<file path="src/rtl/adder_pkg.sv">
// adder_pkg: shared state and mode encodings for the serial chunk adder
package adder_pkg;
  typedef enum logic {ST_IDLE = 1'b0, ST_RUN = 1'b1} state_t;
  localparam logic MODE_ADD = 1'b0;
  localparam logic MODE_SUB = 1'b1;
endpackage

</file>
<file path="src/rtl/fa_chunk.sv">
// fa_chunk: CHUNK-bit combinational ripple adder built from single-bit full adders
module fa_chunk #(
  parameter int CHUNK = 4
) (
  input  logic [CHUNK-1:0] x,
  input  logic [CHUNK-1:0] y,
  input  logic             ci,
  output logic [CHUNK-1:0] s,
  output logic             co,
  output logic             c_msb_in
);
  logic [CHUNK:0] c;
  assign c[0] = ci;
  for (genvar i = 0; i < CHUNK; i++) begin : g_fa
    assign s[i]   = x[i] ^ y[i] ^ c[i];
    assign c[i+1] = (x[i] & y[i]) | (c[i] & (x[i] ^ y[i]));
  end
  assign co       = c[CHUNK];
  assign c_msb_in = c[CHUNK-1];
endmodule

</file>
<file path="src/rtl/serial_chunk_adder.sv">
// serial_chunk_adder: multi-cycle two's-complement add/sub, CHUNK bits per clock
module serial_chunk_adder
  import adder_pkg::*;
#(
  parameter int WIDTH = 16,
  parameter int CHUNK = 4
) (
  input  logic             clk,
  input  logic             rst,
  input  logic             start,
  input  logic             sub,
  input  logic [WIDTH-1:0] a,
  input  logic [WIDTH-1:0] b,
  input  logic             cin,
  output logic             busy,
  output logic             done,
  output logic [WIDTH-1:0] sum,
  output logic             cout,
  output logic             overflow
);
  localparam int N = WIDTH / CHUNK;
  localparam int CW = N > 1 ? $clog2(N) : 1;
  localparam logic [CW-1:0] LAST = CW'(N - 1);
  state_t state;
  logic [CW-1:0] cnt;
  logic [WIDTH-1:0] a_r, b_r, acc, acc_next;
  logic carry, co, c_msb;
  logic [CHUNK-1:0] s;
  fa_chunk #(.CHUNK(CHUNK)) u_fa (
    .x(a_r[CHUNK-1:0]),
    .y(b_r[CHUNK-1:0]),
    .ci(carry),
    .s(s),
    .co(co),
    .c_msb_in(c_msb)
  );
  // each new chunk enters at the top while earlier chunks shift down into place
  always_comb acc_next = (acc >> CHUNK) | (WIDTH'(s) << (WIDTH - CHUNK));
  // FSM: latch operands on accept, ripple one chunk per cycle, publish on the last chunk
  always_ff @(posedge clk) begin
    if (rst) begin
      state    <= ST_IDLE;
      cnt      <= '0;
      carry    <= 1'b0;
      a_r      <= '0;
      b_r      <= '0;
      acc      <= '0;
      busy     <= 1'b0;
      done     <= 1'b0;
      sum      <= '0;
      cout     <= 1'b0;
      overflow <= 1'b0;
    end else begin
      done <= 1'b0;
      if (state == ST_IDLE) begin
        if (start) begin
          a_r   <= a;
          b_r   <= sub == MODE_SUB ? ~b : b;
          carry <= sub == MODE_SUB ? ~cin : cin;
          cnt   <= '0;
          busy  <= 1'b1;
          state <= ST_RUN;
        end
      end else begin
        a_r   <= a_r >> CHUNK;
        b_r   <= b_r >> CHUNK;
        acc   <= acc_next;
        carry <= co;
        cnt   <= cnt == LAST ? cnt : cnt + CW'(1);
        if (cnt == LAST) begin
          sum      <= acc_next;
          cout     <= co;
          overflow <= co ^ c_msb;
          done     <= 1'b1;
          busy     <= 1'b0;
          state    <= ST_IDLE;
        end
      end
    end
  end
endmodule

</file>
<file path="config.mk">
export PLATFORM = sky130hd
export DESIGN_NAME = serial_chunk_adder
export DESIGN_NICKNAME = d
export VERILOG_FILES = /design/src/rtl/adder_pkg.sv /design/src/rtl/fa_chunk.sv /design/src/rtl/serial_chunk_adder.sv
export SDC_FILE = /design/constraint.sdc
export NUM_CORES = 1
export LEC_CHECK = 0
export CAP_MARGIN = 20
export CORE_UTILIZATION = 55
export CTS_BUF_LIST = sky130_fd_sc_hd__clkbuf_16
export DETAILED_ROUTE_END_ITERATION = 8
export GPL_ROUTABILITY_DRIVEN = 0
export GPL_TIMING_DRIVEN = 0
export MAX_ROUTING_LAYER = met4
export PLACE_DENSITY = 0.84
export SETUP_SLACK_MARGIN = 0.1
export SLEW_MARGIN = 20
export SYNTH_ARGS = -nofsm -noshare
export SYNTH_HDL_FRONTEND = slang
export SYNTH_SLANG_ARGS = --single-unit
</file>
<file path="constraint.sdc">
create_clock -name clk -period 3.5 [get_ports clk]
set_input_delay 1.05 -clock clk [delete_from_list [all_inputs] [get_ports clk]]
set_output_delay 1.05 -clock clk [all_outputs]
set_load 0.1 [all_outputs]
</file>
After elaboration in Yosys (flattened, before gate mapping)
Index checks and enable logic that the tools add are counted.

cells by class
  add/subtract/negate cells = 1
  equality and inequality tests = 3
  multiplexer cells = 18
  bitwise operators = 25
  reduce and logical (&&, ||, !) cells = 6

operators with widths
  cell                   number
  $mux W12               4
  $mux W16               1
  $not A16 Y16           1
  $or A12 B16 Y16        1
  $mux W1                10
  $xor A1 B1 Y1          9
  $and A1 B1 Y1          8
  $mux W2                3
  $reduce_and A2 Y1      3
  $or A1 B1 Y1           4
  $reduce_or A2 Y1       2
  $add A2 B1 Y2 const B  1
  $eq A2 B2 Y1 const B   1
  $ne A2 B1 Y1 const B   1
  $ne A2 B2 Y1 const B   1
  $not A1 Y1             2
  $reduce_bool A2 Y1     1

storage, ports and cells
  register bits = 72
  input port bits = 37
  output and inout port bits = 20

Logic depth before layout (Yosys ltp)
Gate-level depths: netlist of the first run.

  word-level depth = 10
  mapped depth = 9
  depth with buffers taken out = 9

Hierarchy
A second synthesis of the first run with hierarchy kept.

unflattened totals
  cells, all modules = 336
  area, all modules = 2974.1 sq um

modules (own cells, without submodules)
  module              times used  cells each  area each (sq um)  seq. area each (sq um)
  serial_chunk_adder  1           324         2864.0             1361.3
  fa_chunk            1           12          110.1              0.0

Least setup slack after synthesis of the first run
Ideal clock, no wire load.

  kind = reg2reg
  start = register a_r[0]
  end = register acc[15]
  library setup time = 86 ps
  arrival = 2044 ps
  required time = 3414 ps
  setup slack = 1371 ps
  stages on the path, launching flop included = 9
  path buffers = 0
  period minus slack after synthesis = 2129 ps
  path through = dfxtp_1 -> fa_1 -> inv_1 -> fa_1 -> inv_1 -> fa_1 -> inv_1 -> fa_1 -> a211oi_1

between the ends
  cells in the longest elaborated chain, start to end = 9
  elaborated cells on any way between the ends = 10
  classes of those cells = bitwise (10)

RTL lines
  what                    line                      source
  from (decl)             serial_chunk_adder.sv:26  logic [WIDTH-1:0] a_r, b_r, acc, acc_next;
  from (signal assigned)  serial_chunk_adder.sv:65  a_r <= a_r >> CHUNK;
  $xor A1 B1 Y1           fa_chunk.sv:16            assign c[i+1] = (x[i] & y[i]) | (c[i] & (x[i] ^ y[i]));
  $and A1 B1 Y1           fa_chunk.sv:16
  $or A1 B1 Y1 *          fa_chunk.sv:16
  $and A1 B1 Y1 *         fa_chunk.sv:16
  $or A1 B1 Y1 *          fa_chunk.sv:16
  $and A1 B1 Y1 *         fa_chunk.sv:16
  $or A1 B1 Y1 *          fa_chunk.sv:16
  $xor A1 B1 Y1 *         fa_chunk.sv:15            assign s[i] = x[i] ^ y[i] ^ c[i];
  $or A12 B16 Y16 *       serial_chunk_adder.sv:38  always_comb acc_next = (acc >> CHUNK) | (WIDTH'(s) << (WIDTH - CHUNK));
  to (signal assigned)    serial_chunk_adder.sv:67  acc <= acc_next;
  to (decl)               serial_chunk_adder.sv:26

Mark *: on every way between the ends. The rest lies on a longest branch, timed or not.
A chain may end at the register's enable or synchronous reset.

Worst setup path in the final report of the first run
  start = register overflow
  end = output overflow

RTL lines
  what                    line                      source
  from (decl)             serial_chunk_adder.sv:19  output logic overflow
  from (signal assigned)  serial_chunk_adder.sv:73  overflow <= co ^ c_msb;

No word-level cell between the ends.

==> flow_summary_export.csv, run 1 <==
group,metric,value,unit
outcome,status,"finished clean",
synth,syn_area,2900,µm²
placed_design,dp_worst_setup_slack,985,ps
cts,cts_num_sinks,68,
cts,cts_tree,"built",
cells_and_area,multi_input_area,1340,µm²
placed_design,dp_hpwl,4290,µm
setup_path,crit_path_cell_trace,"clkdlybuf4s50_1",
detailed_routing,antenna_left,0,
setup_path,cp-end-kind,"primary output",
synth,yosysUniqueCellTypes,29,
synth,async_flop_share,0,%
detailed_routing,routed_wl,5990,µm
setup_path,max_stage_delay,1140,ps
setup_path,critPathLaunchType,"flop",
cells_and_area,layout.cells.most_common_list,"dfxtp_1, clkdlybuf4s50_1, nor2_1, nand2_1, mux2i_1",
floorplanning,initial_core_util,57.1,%
cells_and_area,n_antenna_cell,0,
cts,htree_levels,3,
synth,synth_edf_count,0,
synth,syn-num-nets,342,
cells_and_area,regArea,1360,µm²
floorplanning,rows,26,
sta,hold_viol,0,
setup_path,path_max_fanout,2,
cells_and_area,nNetsFinal,407,
cells_and_area,final_common_cell,"dfxtp_1",
global_routing,grt_max_degree,13,
floorplanning,design.core.area,5070,µm²
cts,clockRootBuffer,"clkbuf_16",
global_routing,grt_pass1_wl,10100,µm
cells_and_area,n_fill_cell,372,
detailed_routing,drt_first_iter_violations,109,
cts,clock_latency,330,ps
detailed_routing,routed-via-count,2276,
sta,timing.final.crit_share,82.0,%
sta,slew_headroom,35.1,%
sta,setup_violations,0,
floorplanning,fp.dieW,74.6,µm
global_routing,grt.overflow.total,0,
cts,path_clk_slew,60,ps
cts,cts_hold_buf,0,
power,peakVddDrop,341,µV
synth,synth_ff_type,"dfxtp_1",
floorplanning,die_h,74.6,µm
sta,hold_ws,447,ps
cts,cts_buffers,9,
global_routing,antenna_found_initial,0,
synth,synth_cells,300,
global_routing,grt_pass1_vias,2197,
placed_design,port_buffers,54,
cells_and_area,areaGrowthSynthToFinish,32.6,%
job,drv_cap,0,
synth,ys_ff_latch,68,
setup_path,slowest_stage,"clkdlybuf4s50_1",
sta,clock.fmax,349,MHz
setup_path,critPathKind,"flop to primary output",
power,p_leak,1.52,nW
synth,avgSynthCellArea,9.66,µm²
power,powerDensity,527,nW/µm²
cts,post-cts-setup-buffers,0,
sta,finalWorstSetupSlack,631,ps
sta,fin_tns_setup,0,ps
detailed_routing,via_per_inst,5.17,
detailed_routing,wl_per_cell,13.6,µm
synth,yosys_warnings,0,
global_routing,track_usage,25.4,%
cells_and_area,drive_gt1_share,9.46,%
setup_path,cp_num_buf_inv,1,
synth,ys_seq_area_share,47.0,%
cells_and_area,fin_cells,440,
sta,period_needed,2870,ps
setup_path,crit_required,2450,ps
hold_path,hp-class,"flop to flop",
floorplanning,die-area,5560,µm²
setup_path,critPathArrivalTime,1820,ps
sta,tightest_slew,971,ps
floorplanning,ios,57,
sta,rsz0062_at_grt,"false",
detailed_routing,post-route-drc-count,0,
setup_path,cpLargestDelayFamily,"buffers and inverters",
cts,cts_resized,0,
detailed_routing,drt-pass1-iter-count,4,
sta,skew,8.71,ps
sta,slew_violations,0,
power,p_total,2.02,mW
placed_design,dp.cells,424,
cts,clockBufferDepth,2,
## registers in the layout (all words and copies together), names as in the netlist, 2 cells and up
| signal | count |
|---|---|
| acc | 12 |
| b_r | 16 |
| sum | 16 |
| a_r | 16 |
| cnt | 2 |
## layout make-up
| cell class | count | area share (%) |
|---|---|---|
| Multi-Input combinational cell | 199 | 34.9 |
| Tap cell | 70 | 2.28 |
| Timing Repair Buffer | 54 | 14.1 |
| Buffer | 24 | 4.17 |
| Sequential cell | 68 | 35.4 |
| Inverter | 9 | 0.879 |
| Clock buffer | 9 | 5.86 |
| Clock inverter | 7 | 2.38 |
## metal layers
metal | track usage, % | vias to the layer above | routed length, µm
met5 | - | - | 0
met4 | 13.0 | 0 | 136
met3 | 6.10 | 13 | 282
met2 | 41.0 | 72 | 2960
met1 | 29.4 | 1046 | 2610
li1 | - | 1145 | -
## cell usage after synthesis (2+ instances only)
master	instances	area [µm²]
inv_1	8	30.0
o21a_1	2	15.0
buf_4	5	37.5
nor2_1	35	131
buf_2	7	35.0
a22o_1	14	123
o21ai_1	12	60.1
nand2_1	29	109
fa_1	4	80.1
a21oi_1	15	75.1
dfxtp_1	68	1360
o21ai_0	4	20.0
clkbuf_1	8	30.0
xnor2_1	18	158
buf_6	2	22.5
mux2i_1	27	270
a211oi_1	7	52.6
nor2b_1	12	75.1
a211o_1	13	114
## logic make-up (layout without fill, tap and decap cells)
kind of cell / after synthesis / in the layout / synth area share [%]
and+or+nand+nor: 80 / 80 / 11.9
buffers and inverters: 33 / 103 / 6.70
AOI/OAI and AO/OA: 68 / 68 / 16.2
adders and majority gates: 5 / 5 / 3.20
muxes: 27 / 27 / 9.33
xor gates and xnor gates: 19 / 19 / 5.75
DFF: 68 / 68 / 47.0
## power breakdown
group | total, mW | internal (mW) | switching (mW)
Clock | 0.953 | 0.620 | 0.333
Sequential | 0.833 | 0.811 | 0.0222
Combinational | 0.238 | 0.121 | 0.117
Total | 2.02 | 1.55 | 0.472
## metrics by stage
| step | utilization [%] | instance area, µm² |
|---|---|---|
| finish | 75.7 | 3840 |
| global placement | 69.5 | 3520 |
| CTS | 75.7 | 3840 |
| detailed placement | 69.5 | 3520 |
| floorplan | - | 2900 |
| global route | 75.7 | 3840 |
## worst paths after layout
| check | startpoint | end | slack (ps) | cells past startpoint |
|---|---|---|---|---|
| min reg2reg | sum[15]$_SDFFE_PP0P_ | sum[15]$_SDFFE_PP0P_ | 450 | 2 |
| max | overflow$_SDFFE_PP0P_ | overflow | 630 | 1 |
| max reg2reg | a_r[0]$_SDFFE_PP0P_ | acc[15]$_SDFFE_PP0P_ | 1150 | 8 |
| min | sum[15]$_SDFFE_PP0P_ | sum[15]$_SDFFE_PP0P_ | 450 | 2 |
No activity file was read; power rests on OpenSTA's default activity.
==> run 2: changes to the inputs <==
--- a/config.mk
+++ b/config.mk
@@ -6,13 +6,13 @@
 export NUM_CORES = 1
 export LEC_CHECK = 0
 export CAP_MARGIN = 20
-export CORE_UTILIZATION = 55
+export CORE_UTILIZATION = 46
 export CTS_BUF_LIST = sky130_fd_sc_hd__clkbuf_16
 export DETAILED_ROUTE_END_ITERATION = 8
 export GPL_ROUTABILITY_DRIVEN = 0
 export GPL_TIMING_DRIVEN = 0
 export MAX_ROUTING_LAYER = met4
-export PLACE_DENSITY = 0.84
+export PLACE_DENSITY = 0.75
 export SETUP_SLACK_MARGIN = 0.1
 export SLEW_MARGIN = 20
 export SYNTH_ARGS = -nofsm -noshare
==> constraint.sdc (replaced) <==
create_clock -name clk -period 2.5 [get_ports clk]
set_input_delay 0.75 -clock clk [delete_from_list [all_inputs] [get_ports clk]]
set_output_delay 0.75 -clock clk [all_outputs]
set_load 0.1 [all_outputs]
==> run 2 against run 1 <==
Effect of this change: total power up 35%; clock-buffer cell count unchanged; final cell count increased by 1.1%; global-route usage fell by 4.3 points; critical path type is now flop to flop; critical endpoint is now acc[15]$_SDFFE_PP0P_; largest power group unchanged.
==> flow_summary_export.csv, run 2 (synthesized netlist as in run 1, its figures left out) <==
group,metric,value,unit
sta,hold_viol,0,
power,p_int,2.07,mW
placed_design,dp.cells,429,
floorplanning,die-area,6620,µm²
floorplanning,ios,57,
cells_and_area,regArea,1360,µm²
sta,fin_tns_setup,0,ps
cts,clockRootBuffer,"clkbuf_16",
global_routing,grt_pass1_vias,2187,
cells_and_area,areaGrowthSynthToFinish,31.4,%
cells_and_area,final_common_cell,"dfxtp_1",
detailed_routing,wl_per_cell,13.2,µm
detailed_routing,drt_first_iter_violations,68,
power,switching_power,652,µW
setup_path,critPathLaunchType,"flop",
detailed_routing,antenna_left,0,
cts,cts_tree,"built",
cts,cts_buffers,9,
sta,skew,5.43,ps
global_routing,antenna_found_initial,0,
floorplanning,design.core.area,5990,µm²
cells_and_area,drive_gt1_share,9.46,%
setup_path,crit_required,2740,ps
cells_and_area,fin_cells,445,
power,swShare,24.0,%
global_routing,grt_pass1_wl,10100,µm
sta,setup_violations,0,
setup_path,critPathKind,"flop to flop",
sta,slew_violations,0,
sta,timing.final.crit_share,92.5,%
setup_path,cp_common_cell,"fa_1",
floorplanning,fp.dieW,81.4,µm
cts,clock_latency,330,ps
cts,path_clk_slew,60,ps
cts,cts_num_sinks,68,
global_routing,grt_util_met2,34.8,%
power,seqPwrFrac,42.8,%
power,peakVddDrop,517,µV
global_routing,grtUsageMet3,6.18,%
sta,clock.fmax,432,MHz
placed_design,dp_hpwl,4250,µm
global_routing,track_usage,21.1,%
power,pwr-share-comb,12.1,%
power,p_leak,1.61,nW
cells_and_area,n_fill_cell,515,
global_routing,grt.overflow.total,0,
detailed_routing,routed-via-count,2238,
floorplanning,rows,28,
sta,hold_ws,454,ps
setup_path,critPathArrivalTime,2550,ps
sta,period_needed,2310,ps
detailed_routing,drt-pass1-iter-count,4,
placed_design,port_buffers,54,
cts,post-cts-setup-buffers,0,
detailed_routing,routed_wl,5870,µm
setup_path,path_max_fanout,2,
setup_path,cp-end-kind,"flop",
cells_and_area,layout.cells.most_common_list,"dfxtp_1, nor2_1, clkdlybuf4s50_1, nand2_1, mux2i_1",
cells_and_area,nNetsFinal,407,
outcome,status,"finished clean",
global_routing,grt_max_degree,13,
sta,tightest_slew,957,ps
global_routing,use_met1,24.2,%
sta,rsz0062_at_grt,"false",
floorplanning,die_h,81.4,µm
cells_and_area,multi_input_area,1350,µm²
sta,slew_headroom,36.5,%
detailed_routing,post-route-drc-count,0,
power,powerDensity,716,nW/µm²
detailed_routing,via_per_inst,5.03,
job,drv_cap,0,
setup_path,crit_path_cell_trace,"fa_1, inv_1, fa_1, inv_1, fa_1, inv_1, fa_1, a211oi_2",
cts,htree_levels,3,
setup_path,max_stage_delay,450,ps
power,p_total,2.72,mW
cts,clockBufferDepth,2,
hold_path,hp-class,"flop to flop",
power,p_clk_share,45.1,%
setup_path,slowest_stage,"fa_1",
cells_and_area,n_antenna_cell,0,
cts,cts_hold_buf,0,
global_routing,grt.busiest_layer,"met2",
floorplanning,initial_core_util,48.4,%
cells_and_area,reg.largest.list,"a_r: 16 flops, b_r: 16 flops, sum: 16 flops",
==> run 2: power by group through the flow <==
stage	combinational (mW)	clock [mW]	sequential, mW
6_report	0.331	1.23	1.17
5_1_grt	0.368	1.29	1.17
4_1_cts	0.330	1.24	1.17
3_5_place_dp	0.329	0	1.19
3_3_place_gp	0.324	0	1.19
2_1_floorplan	0.212	0	1.19
==> run 2: area by class of cell <==
type                       count  share of cell area, %
tap                           75                   2.47
sequential                    68                   35.8
clock inverter                 7                   1.81
buffer                        24                   4.21
timing repair buffer          54                   13.5
multi-input combinational    199                   35.4
clock buffer                   9                   5.92
inverter                       9                  0.888
==> run 2: worst paths after layout <==
check / slack, ps / endpoint / cells after the start / start
max: 190 / acc[15]$_SDFFE_PP0P_ / 8 / a_r[0]$_SDFFE_PP0P_
min: 450 / sum[15]$_SDFFE_PP0P_ / 2 / sum[15]$_SDFFE_PP0P_
max reg2reg: 190 / acc[15]$_SDFFE_PP0P_ / 8 / a_r[0]$_SDFFE_PP0P_
min reg2reg: 450 / sum[15]$_SDFFE_PP0P_ / 2 / sum[15]$_SDFFE_PP0P_
==> run 2: metrics by stage <==
stage | worst slack [ps] | area [µm²] | util, %
after floorplan | 371 | 2900 | -
after global placement | 261 | 3530 | 58.9
after detailed placement | 230 | 3530 | 58.9
after CTS | 207 | 3800 | 63.4
after global routing | 79.0 | 3800 | 63.5
final | 188 | 3800 | 63.5
==> run 2: what timing repair did <==
item / CTS / global route
setup endpoints to repair: 20 / 1
endpoints found under the hold margin: 0 / 0
resized for setup: 20 / 1
==> run 2: per-layer routing <==
metal | routed length, µm | up-vias
met1 | 2550 | 1012
met5 | 0 | -
met2 | 2880 | 66
met3 | 322 | 16
li1 | - | 1144
met4 | 121 | 0
==> run 2: worst max-delay path: cells and delay by family, from the launching register on <==
family / cells / cell delay, ps
DFF: 1 / 340
adders and majority gates: 4 / 1420
AOI/OAI and AO/OA: 1 / 250
buffers and inverters: 3 / 210
==> run 3: changes to the inputs <==
--- a/config.mk
+++ b/config.mk
@@ -13,6 +13,7 @@
 export GPL_TIMING_DRIVEN = 0
 export MAX_ROUTING_LAYER = met4
 export PLACE_DENSITY = 0.75
+export REMOVE_ABC_BUFFERS = 1
 export SETUP_SLACK_MARGIN = 0.1
 export SLEW_MARGIN = 20
 export SYNTH_ARGS = -nofsm -noshare
==> run 3 against run 2 <==
Effect of this change: total power fell by 2.9%; highest routed layer unchanged; combinational power fell by 16%; fmax is 0.17% higher; first-iteration DRC count rose by 49%; critical path type is now flop to primary output; largest power group is now registers; hold slack got worse by 6.6 ps.
==> flow_summary_export.csv, run 3 (synthesized netlist as in run 1, its figures left out) <==
group,metric,value,unit
global_routing,antenna_found_initial,0,
cts,clock_latency,330,ps
detailed_routing,post-route-drc-count,0,
placed_design,port_buffers,56,
setup_path,crit_path_cell_trace,"dlygate4sd2_1",
cts,cts_num_sinks,68,
setup_path,regToRegSetupSlack,230,ps
floorplanning,ios,57,
sta,period_needed,2310,ps
detailed_routing,antenna_left,0,
setup_path,cp-end-kind,"primary output",
sta,rsz0062_at_grt,"false",
global_routing,grt.overflow.total,0,
placed_design,dp_hpwl,3210,µm
sta,slew_headroom,35.1,%
cts,path_clk_slew,50,ps
cells_and_area,layout.cells.most_common_list,"dfxtp_1, nor2_1, clkdlybuf4s50_1, nand2_1, mux2i_1",
setup_path,critPathLaunchType,"flop",
detailed_routing,wl_per_cell,11.7,µm
floorplanning,die_h,81.4,µm
cells_and_area,nNetsFinal,387,
setup_path,cpLargestDelayFamily,"buffers and inverters",
cells_and_area,design_area,3680,µm²
detailed_routing,via_per_inst,4.97,
global_routing,grt_max_degree,74,
placed_design,place_area,3430,µm²
floorplanning,rows,28,
detailed_routing,drt_first_iter_violations,101,
power,powerDensity,718,nW/µm²
setup_path,r2r-end,"acc[15]$_SDFFE_PP0P_",
cts,htree_levels,3,
setup_path,slowest_stage,"dlygate4sd2_1",
cells_and_area,areaGrowthSynthToFinish,27.2,%
floorplanning,initial_core_util,48.4,%
sta,timing.final.crit_share,92.3,%
hold_path,hold_end,"sum[15]$_SDFFE_PP0P_",
floorplanning,fp.dieW,81.4,µm
cells_and_area,reg.largest.list,"a_r: 16 flops, b_r: 16 flops, sum: 16 flops",
power,p_total,2.65,mW
sta,tightest_slew,978,ps
hold_path,hp-class,"flop to flop",
setup_path,cp_num_buf_inv,1,
global_routing,grt_pass1_vias,1828,
cts,cts_tree,"built",
detailed_routing,routed-via-count,2108,
floorplanning,die-area,6620,µm²
detailed_routing,routed_wl,4970,µm
outcome,status,"finished clean",
detailed_routing,drt-pass1-iter-count,6,
cts,cts_resized,20,
setup_path,timing.rr.start,"a_r[0]$_SDFFE_PP0P_",
global_routing,grt_pass1_wl,8490,µm
cts,clockBufferDepth,2,
global_routing,track_usage,17.7,%
hold_path,worstHoldStart,"sum[15]$_SDFFE_PP0P_",
cts,post-cts-setup-buffers,0,
sta,clock.fmax,433,MHz
cells_and_area,final_common_cell,"dfxtp_1",
floorplanning,design.core.area,5990,µm²
cts,cts_buffers,9,
sta,slew_violations,0,
setup_path,crit_required,1750,ps
cells_and_area,drive_gt1_share,6.30,%
sta,skew,4.75,ps
sta,hold_viol,0,
sta,setup_violations,0,
setup_path,critPathKind,"flop to primary output",
setup_path,critPathArrivalTime,1560,ps
power,peakVddDrop,447,µV
cts,clockRootBuffer,"clkbuf_16",
job,drv_cap,0,
cts,cts_hold_buf,0,
power,p_leak,1.55,nW
setup_path,reg2reg_depth,8,
setup_path,path_max_fanout,2,
hold_path,whs_path_depth,2,
cells_and_area,n_antenna_cell,0,
setup_path,max_stage_delay,880,ps
cells_and_area,n_fill_cell,533,
[run 3: changes by cell type in the layout (fill, tap and decap cells not counted), moves of 2 or more]
cell      previous run  this run
clkbuf_1             8         0
buf_4                5         0
buf_6                2         0
buf_2                7         2
inv_1                9        11
clkinv_4             2         0
[run 3: worst max-delay path by stage]
| stage | from | end | slack, ps | cells past startpoint |
|---|---|---|---|---|
| CTS | overflow$_SDFFE_PP0P_ | overflow | 180 | 1 |
| finish | overflow$_SDFFE_PP0P_ | overflow | 190 | 1 |
| global placement | rst | sum[11]$_SDFFE_PP0P_ | -1350 | 3 |
| detailed placement | sub | b_r[5]$_SDFFE_PP0P_ | -80 | 4 |
| floorplan | state$_SDFF_PP0_ | sum[0]$_SDFFE_PP0P_ | -310 | 2 |
| global route | sub | b_r[8]$_SDFFE_PP0P_ | 120 | 4 |
[run 3: power breakdown]
| group | total (mW) | switching (mW) | leakage [nW] | internal (mW) |
|---|---|---|---|---|
| combinational | 0.278 | 0.123 | 0.842 | 0.155 |
| clock | 1.18 | 0.429 | 0.149 | 0.750 |
| sequential | 1.19 | 0.0518 | 0.556 | 1.14 |
| total | 2.65 | 0.604 | 1.55 | 2.04 |
[run 3: layout make-up]
class | count | area (µm²) | area share (%)
inverter | 9 | 33.8 | 0.917
multi-input combinational | 199 | 1350 | 36.6
clock buffer | 9 | 225 | 6.11
timing repair buffer | 58 | 566 | 15.3
tap | 75 | 93.8 | 2.55
sequential | 68 | 1370 | 37.0
clock inverter | 6 | 51.3 | 1.39
[run 3: metal layers]
layer | track usage, % | vias to the layer above | wire (µm)
li1 | - | 1101 | -
met1 | 22.4 | 945 | 2420
met2 | 25.0 | 52 | 2160
met3 | 5.28 | 10 | 265
met4 | 9.64 | 0 | 120
met5 | - | - | 0
[run 3: through the flow]
stage | setup TNS (ps) | hold slack [ps] | utilization [%] | setup slack (ps) | cells
finish | 0 | 447 | 61.5 | 192 | 424
floorplan | -5310 | 435 | - | -306 | 276
detailed placement | -642 | 449 | 57.2 | -81.2 | 409
global placement | -57840 | 444 | 56.6 | -1350 | 407
global route | 0 | 478 | 61.5 | 117 | 424
CTS | 0 | 453 | 61.4 | 176 | 424
